$ cat src/rtl/pipe_ctrl.sv
// pipe_ctrl: hazard/stall/flush control for the 5-stage core
//
// Resolves load-use hazards (decode vs execute), execute mispredicts and
// multi-cycle data-memory waits.  A mispredict seen while memory is stalled
// is parked in r_pend_valid/r_pend_pc and applied on the release cycle.
//
// Ports:
//   clk, rst_n                        clock, async active-low reset
//   decode_i_rs1/rs2(_used)           decode source registers and use flags
//   regE_i_is_load/wb_reg_wen/wb_rd   execute-stage destination info
//   execute_i_mispredict/redirect_pc  branch resolution from execute
//   mem_i_req/mem_i_ready             memory-stage access handshake
//   ctrl_o_reg{F,D,E,M}_stall         hold stage registers
//   ctrl_o_reg{D,E,W}_bubble          load NOP into stage registers
//   ctrl_o_redirect_valid/_pc         fetch redirect
//   ctrl_o_busy                       FSM is in MEM_WAIT
//   ctrl_o_stall_cnt/flush_cnt        perf counters
//
// Optional feature macro: PIPE_CTRL_PERF_EN (builds the perf counters;
// without it both counter outputs are constant 0).
module pipe_ctrl #(
    parameter int XLEN = 32
) (
    input  logic            clk,
    input  logic            rst_n,
    input  logic [4:0]      decode_i_rs1,
    input  logic [4:0]      decode_i_rs2,
    input  logic            decode_i_rs1_used,
    input  logic            decode_i_rs2_used,
    input  logic            regE_i_is_load,
    input  logic            regE_i_wb_reg_wen,
    input  logic [4:0]      regE_i_wb_rd,
    input  logic            execute_i_mispredict,
    input  logic [XLEN-1:0] execute_i_redirect_pc,
    input  logic            mem_i_req,
    input  logic            mem_i_ready,
    output logic            ctrl_o_regF_stall,
    output logic            ctrl_o_regD_stall,
    output logic            ctrl_o_regE_stall,
    output logic            ctrl_o_regM_stall,
    output logic            ctrl_o_regD_bubble,
    output logic            ctrl_o_regE_bubble,
    output logic            ctrl_o_regW_bubble,
    output logic            ctrl_o_redirect_valid,
    output logic [XLEN-1:0] ctrl_o_redirect_pc,
    output logic            ctrl_o_busy,
    output logic [XLEN-1:0] ctrl_o_stall_cnt,
    output logic [XLEN-1:0] ctrl_o_flush_cnt
);

    typedef enum logic {RUN, MEM_WAIT} state_t;

    state_t          r_state;
    logic            r_pend_valid;
    logic [XLEN-1:0] r_pend_pc;

    logic w_memstall;
    logic w_loaduse;
    logic w_flush;

    assign w_memstall = mem_i_req && !mem_i_ready;
    assign w_loaduse  = regE_i_is_load && regE_i_wb_reg_wen && (regE_i_wb_rd != 5'd0) &&
                        ((decode_i_rs1_used && decode_i_rs1 == regE_i_wb_rd) ||
                         (decode_i_rs2_used && decode_i_rs2 == regE_i_wb_rd));
    assign w_flush    = !w_memstall && (execute_i_mispredict || r_pend_valid);

    always_ff @(posedge clk or negedge rst_n) begin
        if (!rst_n) begin
            r_state      <= RUN;
            r_pend_valid <= 1'b0;
            r_pend_pc    <= '0;
            ctrl_o_busy  <= 1'b0;
        end else begin
            r_state     <= w_memstall ? MEM_WAIT : RUN;
            ctrl_o_busy <= w_memstall;
            // Only the first mispredict of a wait is kept; it is the oldest.
            if (w_memstall && execute_i_mispredict && !r_pend_valid) begin
                r_pend_valid <= 1'b1;
                r_pend_pc    <= execute_i_redirect_pc;
            end else if (w_flush) begin
                r_pend_valid <= 1'b0;
            end
        end
    end

    // Outputs are gated by rst_n so they show reset values while it is low.
    always_comb begin
        ctrl_o_regF_stall     = rst_n && (w_memstall || (!w_flush && w_loaduse));
        ctrl_o_regD_stall     = ctrl_o_regF_stall;
        ctrl_o_regE_stall     = rst_n && w_memstall;
        ctrl_o_regM_stall     = rst_n && w_memstall;
        ctrl_o_regD_bubble    = !rst_n || w_flush;
        ctrl_o_regE_bubble    = !rst_n || (!w_memstall && (w_flush || w_loaduse));
        ctrl_o_regW_bubble    = !rst_n || w_memstall;
        ctrl_o_redirect_valid = rst_n && w_flush;
        ctrl_o_redirect_pc    = !ctrl_o_redirect_valid ? '0 :
                                r_pend_valid ? r_pend_pc : execute_i_redirect_pc;
    end

`ifdef PIPE_CTRL_PERF_EN
    logic [XLEN-1:0] r_stall_cnt;
    logic [XLEN-1:0] r_flush_cnt;

    always_ff @(posedge clk or negedge rst_n) begin
        if (!rst_n) begin
            r_stall_cnt <= '0;
            r_flush_cnt <= '0;
        end else begin
            r_stall_cnt <= r_stall_cnt + XLEN'(ctrl_o_regF_stall);
            r_flush_cnt <= r_flush_cnt + XLEN'(ctrl_o_redirect_valid);
        end
    end

    assign ctrl_o_stall_cnt = r_stall_cnt;
    assign ctrl_o_flush_cnt = r_flush_cnt;
`else
    assign ctrl_o_stall_cnt = '0;
    assign ctrl_o_flush_cnt = '0;
`endif

endmodule

$ cat config.mk
export PLATFORM = sky130hd
export DESIGN_NAME = pipe_ctrl
export DESIGN_NICKNAME = d
export VERILOG_FILES = /design/src/rtl/pipe_ctrl.sv
export SDC_FILE = /design/constraint.sdc
export NUM_CORES = 1
export LEC_CHECK = 0
export ABC_AREA = 1
export BUFFER_PORTS_ARGS = -buffer_cell sky130_fd_sc_hd__buf_2
export CELL_PAD_IN_SITES_DETAIL_PLACEMENT = 1
export CELL_PAD_IN_SITES_GLOBAL_PLACEMENT = 2
export CORE_MARGIN = 2
export CORE_UTILIZATION = 24
export DETAILED_ROUTE_END_ITERATION = 8
export PLACE_DENSITY = 0.95
export SLEW_MARGIN = 0
export SYNTH_ARGS = -nofsm -noshare
export SYNTH_HDL_FRONTEND = slang
export SYNTH_SLANG_ARGS = --single-unit
$ cat constraint.sdc
create_clock -name clk -period 3.08 [get_ports clk]
set_input_delay 0.308 -clock clk [delete_from_list [all_inputs] [get_ports clk]]
set_output_delay 0.308 -clock clk [all_outputs]
set_load 0.01 [all_outputs]
### After elaboration in Yosys (flattened, before gate mapping)

Cells that the tools add are included.

* register bits after elaboration: 34
* input port bits: 56
* output and inout bits: 105

* eq/ne operators: 2
* mux-type cells: 4
* reduce and logical (&&, ||, !) cells: 28

Operators by type and width (count)
* $mux 32: 2
* $logic_and 1x1->1: 14
* $eq 5x5->1: 2
* $logic_or 1x1->1: 7
* $logic_not 1->1: 5
* $reduce_bool 5->1: 1
* $mux 1: 2
* $reduce_bool 2->1: 1

### Longest topological paths before layout

* depth after elaboration: 8
* gate-level depth with buffers: 9

### Worst setup path before layout

No wires, ideal clock.

* path kind: input port to output port
* from: in mem_i_req
* to: out ctrl_o_regF_stall
* arrival: 1.137 ns
* required time: 2.772 ns
* slack: 1.635 ns
* cell stages on the path: 7
* path buffers: 1
* path through: inv_1 nor2_4 inv_4 nor2_1 inv_1 nand2_1 buf_4

* longest elaborated chain between the ends: 7

RTL lines
* start, declared: line 35 `input logic mem_i_req,`
* $logic_and 1x1->1 (*): line 61 `assign w_memstall = mem_i_req && !mem_i_ready;`
* named net w_memstall: line 57 `logic w_memstall;`
* $logic_not 1->1: line 65 `assign w_flush = !w_memstall && (execute_i_mispredict || r_pend_valid);`
* $logic_and 1x1->1: line 65
* $logic_not 1->1: line 88 `ctrl_o_regF_stall = rst_n && (w_memstall || (!w_flush && w_loaduse));`
* $logic_and 1x1->1: line 88
* $logic_or 1x1->1 (*): line 88
* $logic_and 1x1->1 (*): line 88
* end, declared: line 37 `output logic ctrl_o_regF_stall,`

The timed path passes the listed nets; every way through them passes the cells marked *.

### Worst setup path after layout

* from: reg r_pend_valid
* to: out ctrl_o_redirect_pc[1]

* longest elaborated chain between the ends: 4
* elaborated cells between the ends (all ways): 5
* classes of those cells: mux (2); reduce/logical (3)

RTL lines
* start, declared: line 54 `logic r_pend_valid;`
* start signal, assigned: line 70 `r_pend_valid <= 1'b0;`
* start signal, assigned: line 78 `r_pend_valid <= 1'b1;`
* start signal, assigned: line 81 `r_pend_valid <= 1'b0;`
* $logic_or 1x1->1: line 65
* $logic_and 1x1->1: line 65
* $logic_and 1x1->1: line 95 `ctrl_o_redirect_valid = rst_n && w_flush;`
* $mux 32 (*): line 96 `ctrl_o_redirect_pc = !ctrl_o_redirect_valid ? '0 :`
* end, declared: line 45 `output logic [XLEN-1:0] ctrl_o_redirect_pc,`

Every way passes the cells marked *; elsewhere a longest branch is shown, timed or not.

==> flow_summary_export.csv <==
group,metric,value,unit
status,status,"finished clean",
global_routing,grt_max_degree,65,
synthesis,synthArstFlopShare,100.0,%
route,final_antenna_net_count,0,
synthesis,ys_warn_count,0,
clock_tree,cts_made_buffers,5,
worst_setup_path,end_kind,"output port",
global_routing,grt.overflow.total,0,
sta,finalSetupTns,0,ns
sta,rsz0062_at_grt,"no",
cells_and_area,fillers,1462,
worst_setup_path,cp_max_fo,34,
synthesis,ys_seq_elements,34,
sta,whs,0.2373,ns
worst_setup_path,critPathArrivalTime,1.91,ns
clock_tree,root_buffer,"clkbuf_16",
synthesis,syn_avg_cell_area,7.181,um^2
clock_tree,post_cts_buffers,0,
worst_setup_path,crit_type,"register to output port",
worst_setup_path,critPathLaunchType,"register",
cells_and_area,seqCellArea,852.1,um^2
synthesis,synth-edff-count,0,
place,globalplace.congestion,0.7119,
cells_and_area,nets,527,
sta,drv_slew,0,
synthesis,ys_types,18,
route,avgViaCountPerCell,3.857,
sta,fmax,451.5,MHz
synthesis,synth.top_cells.by_area,"dfrtp_1, buf_4, o21ai_2, nor2_1, nand2_1",
clock_tree,clock-sinks,34,
die,io_pins,161,
sta,finalSetupViolations,0,
synthesis,yosys.area.top_type,"dfrtp_1",
global_routing,antenna_found_initial,0,
power,leakagePower,1.933,nW
sta,setup_ws,0.8651,ns
global_routing,track_usage,10.63,%
sta,skew,0.003595,ns
cells_and_area,n_antenna_cell,0,
die,die_w,111.2,um
clock_tree,cts.clk_slew.worst_paths,0.05,ns
synthesis,ys_seq_area_share,30.85,%
place,dp.final_hpwl,5.181,mm
sta,slew_headroom,41.65,%
die,die_y,111.2,um
die,rows,39,
clock_tree,insertion_delay,0.27,ns
sta,hold_viol,0,
place,pre_cts_ws,1.099,ns
route,drtPass1Iterations,4,
power,powerDensity,442.3,mW/mm^2
route,num_vias,2372,
synthesis,synth_ff_type,"dfrtp_1",
die,start_util,24.36,%
route,route.detailed.wl_per_inst,10.73,um
global_routing,grt_pass1_vias,2331,
clock_tree,cts_max_level,2,
cells_and_area,area_growth,15.74,%
cells_and_area,utilization,28.19,%
cells_and_area,drive_above_1_share,31.36,%
global_routing,grt_pass1_wl,10.95,mm
clock_tree,cts_tree,"done",
worst_hold_path,hold_class,"input port to register",
cells_and_area,multiInputGateArea,0.001304,mm^2
power,ir_drop,162.8,uV
sta,finalCriticalPeriod,2.215,ns
die,die-area,0.01236,mm^2
place,io_buffers,96,
synthesis,synthCells,384,
clock_tree,cts_buffer_depth,2,
worst_setup_path,required,2.77,ns
sta,worstMarginPinSlew,0.8753,ns
place,dp_cells,606,
route,wl,6.598,mm
synthesis,synth_common_cells,"nor2_1, buf_4, nand2_1, inv_1, dfrtp_1",
route,drc,0,
route,drt_iter0_markers,117,
sta,fin_crit_sh,71.91,%
synthesis,synth_top_cell_area_share,30.85,%
cells_and_area,layout.cells.non_filler,615,
synthesis,synth_most_common_cell,"nor2_1",
die,core_area,0.01132,mm^2
synthesis,synth_area,0.002758,mm^2
flow_run,maxCapViolations,0,
==> repair_timing <==
| action | in CTS | in global routing |
|---|---|---|
| hold buffers | 1 | 0 |
| gates resized for setup | 0 | 0 |
| endpoints found under the hold margin | 5 | 0 |
==> kinds of logic (layout without fill, tap and decap cells) <==
kind of cell           Yosys count  in the layout  share of synthesized area, %
buffers and inverters          134            159                         30.44
AOI/OAI and AO/OA               64             64                         15.97
DFF                             34             34                         30.85
other                            1             64                        0.1360
and+or+nand+nor                151            151                         22.60
==> flip-flops by register name, indices dropped and copies added, names as in the netlist <==
name          cells
r_pend_pc        32
r_pend_valid      1
ctrl_o_busy       1
==> routing by layer <==
layer,routed length (um),vias up,part of all wire (%),global-route usage (%)
met5,0,-,0,0
met4,42,0,0.64,2.963
met1,2859,1078,43,12.93
met2,3227,86,49,18.50
li1,-,1206,-,-
met3,469,2,7.1,2.788
==> cell usage in the layout (no fill, tap or decap), types with 3 or more instances in the layout <==
cell type,netlist,layout
dfrtp_1,34,33
nor2_2,3,3
o21ai_2,32,32
conb_1,1,64
buf_2,4,96
nand3_1,5,5
inv_1,50,50
nand2_1,63,63
clkbuf_16,0,5
nor2_1,74,74
a21oi_1,32,32
==> critical path, stage by stage (launching register included) <==
cell     delay, ns
dfrtp_2       0.72
buf_4         0.42
nor2_1        0.09
a21oi_1       0.18
nor2_2        0.06
buf_2         0.14
==> worst paths after layout <==
kind | startpoint | to | slack (ns) | cells after the start
setup / recovery | r_pend_valid | ctrl_o_redirect_pc[1] | 0.87 | 5
hold / removal | mem_i_ready | ctrl_o_busy | 0.24 | 2
setup reg to reg | r_pend_valid | r_pend_pc[5] | 1.12 | 3
hold reg to reg | r_pend_pc[1] | r_pend_pc[1] | 0.48 | 2
max in group asynchronous | rst_n | r_pend_pc[19] | 1.97 | 3
min in group asynchronous | rst_n | r_pend_pc[26] | 0.43 | 2
==> area by class of cell <==
class | instances | share of cell area [%]
clock buffers | 6 | 4.351
clock inverters | 2 | 0.3920
inverters | 52 | 6.272
multi-input cells | 279 | 40.85
flip-flops and latches | 34 | 26.70
well taps | 143 | 5.606
repair buffers | 99 | 15.84
==> power by group <==
group	switching, mW	internal [mW]	total [mW]	leakage [nW]
clock	0.177	0.320	0.497	0.0729
combinational	0.216	0.129	0.345	1.44
sequential	0.0471	0.523	0.570	0.425
total	0.440	0.971	1.41	1.93
==> metrics by stage <==
step / total power, mW / area, um^2
2_1_floorplan: 0.8783 / 2994
3_3_place_gp: 0.9060 / 3030
3_5_place_dp: 0.9262 / 3030
4_1_cts: 1.442 / 3192
5_1_grt: 1.514 / 3192
6_report: 1.412 / 3192
(Power assumes the default switching activity.)
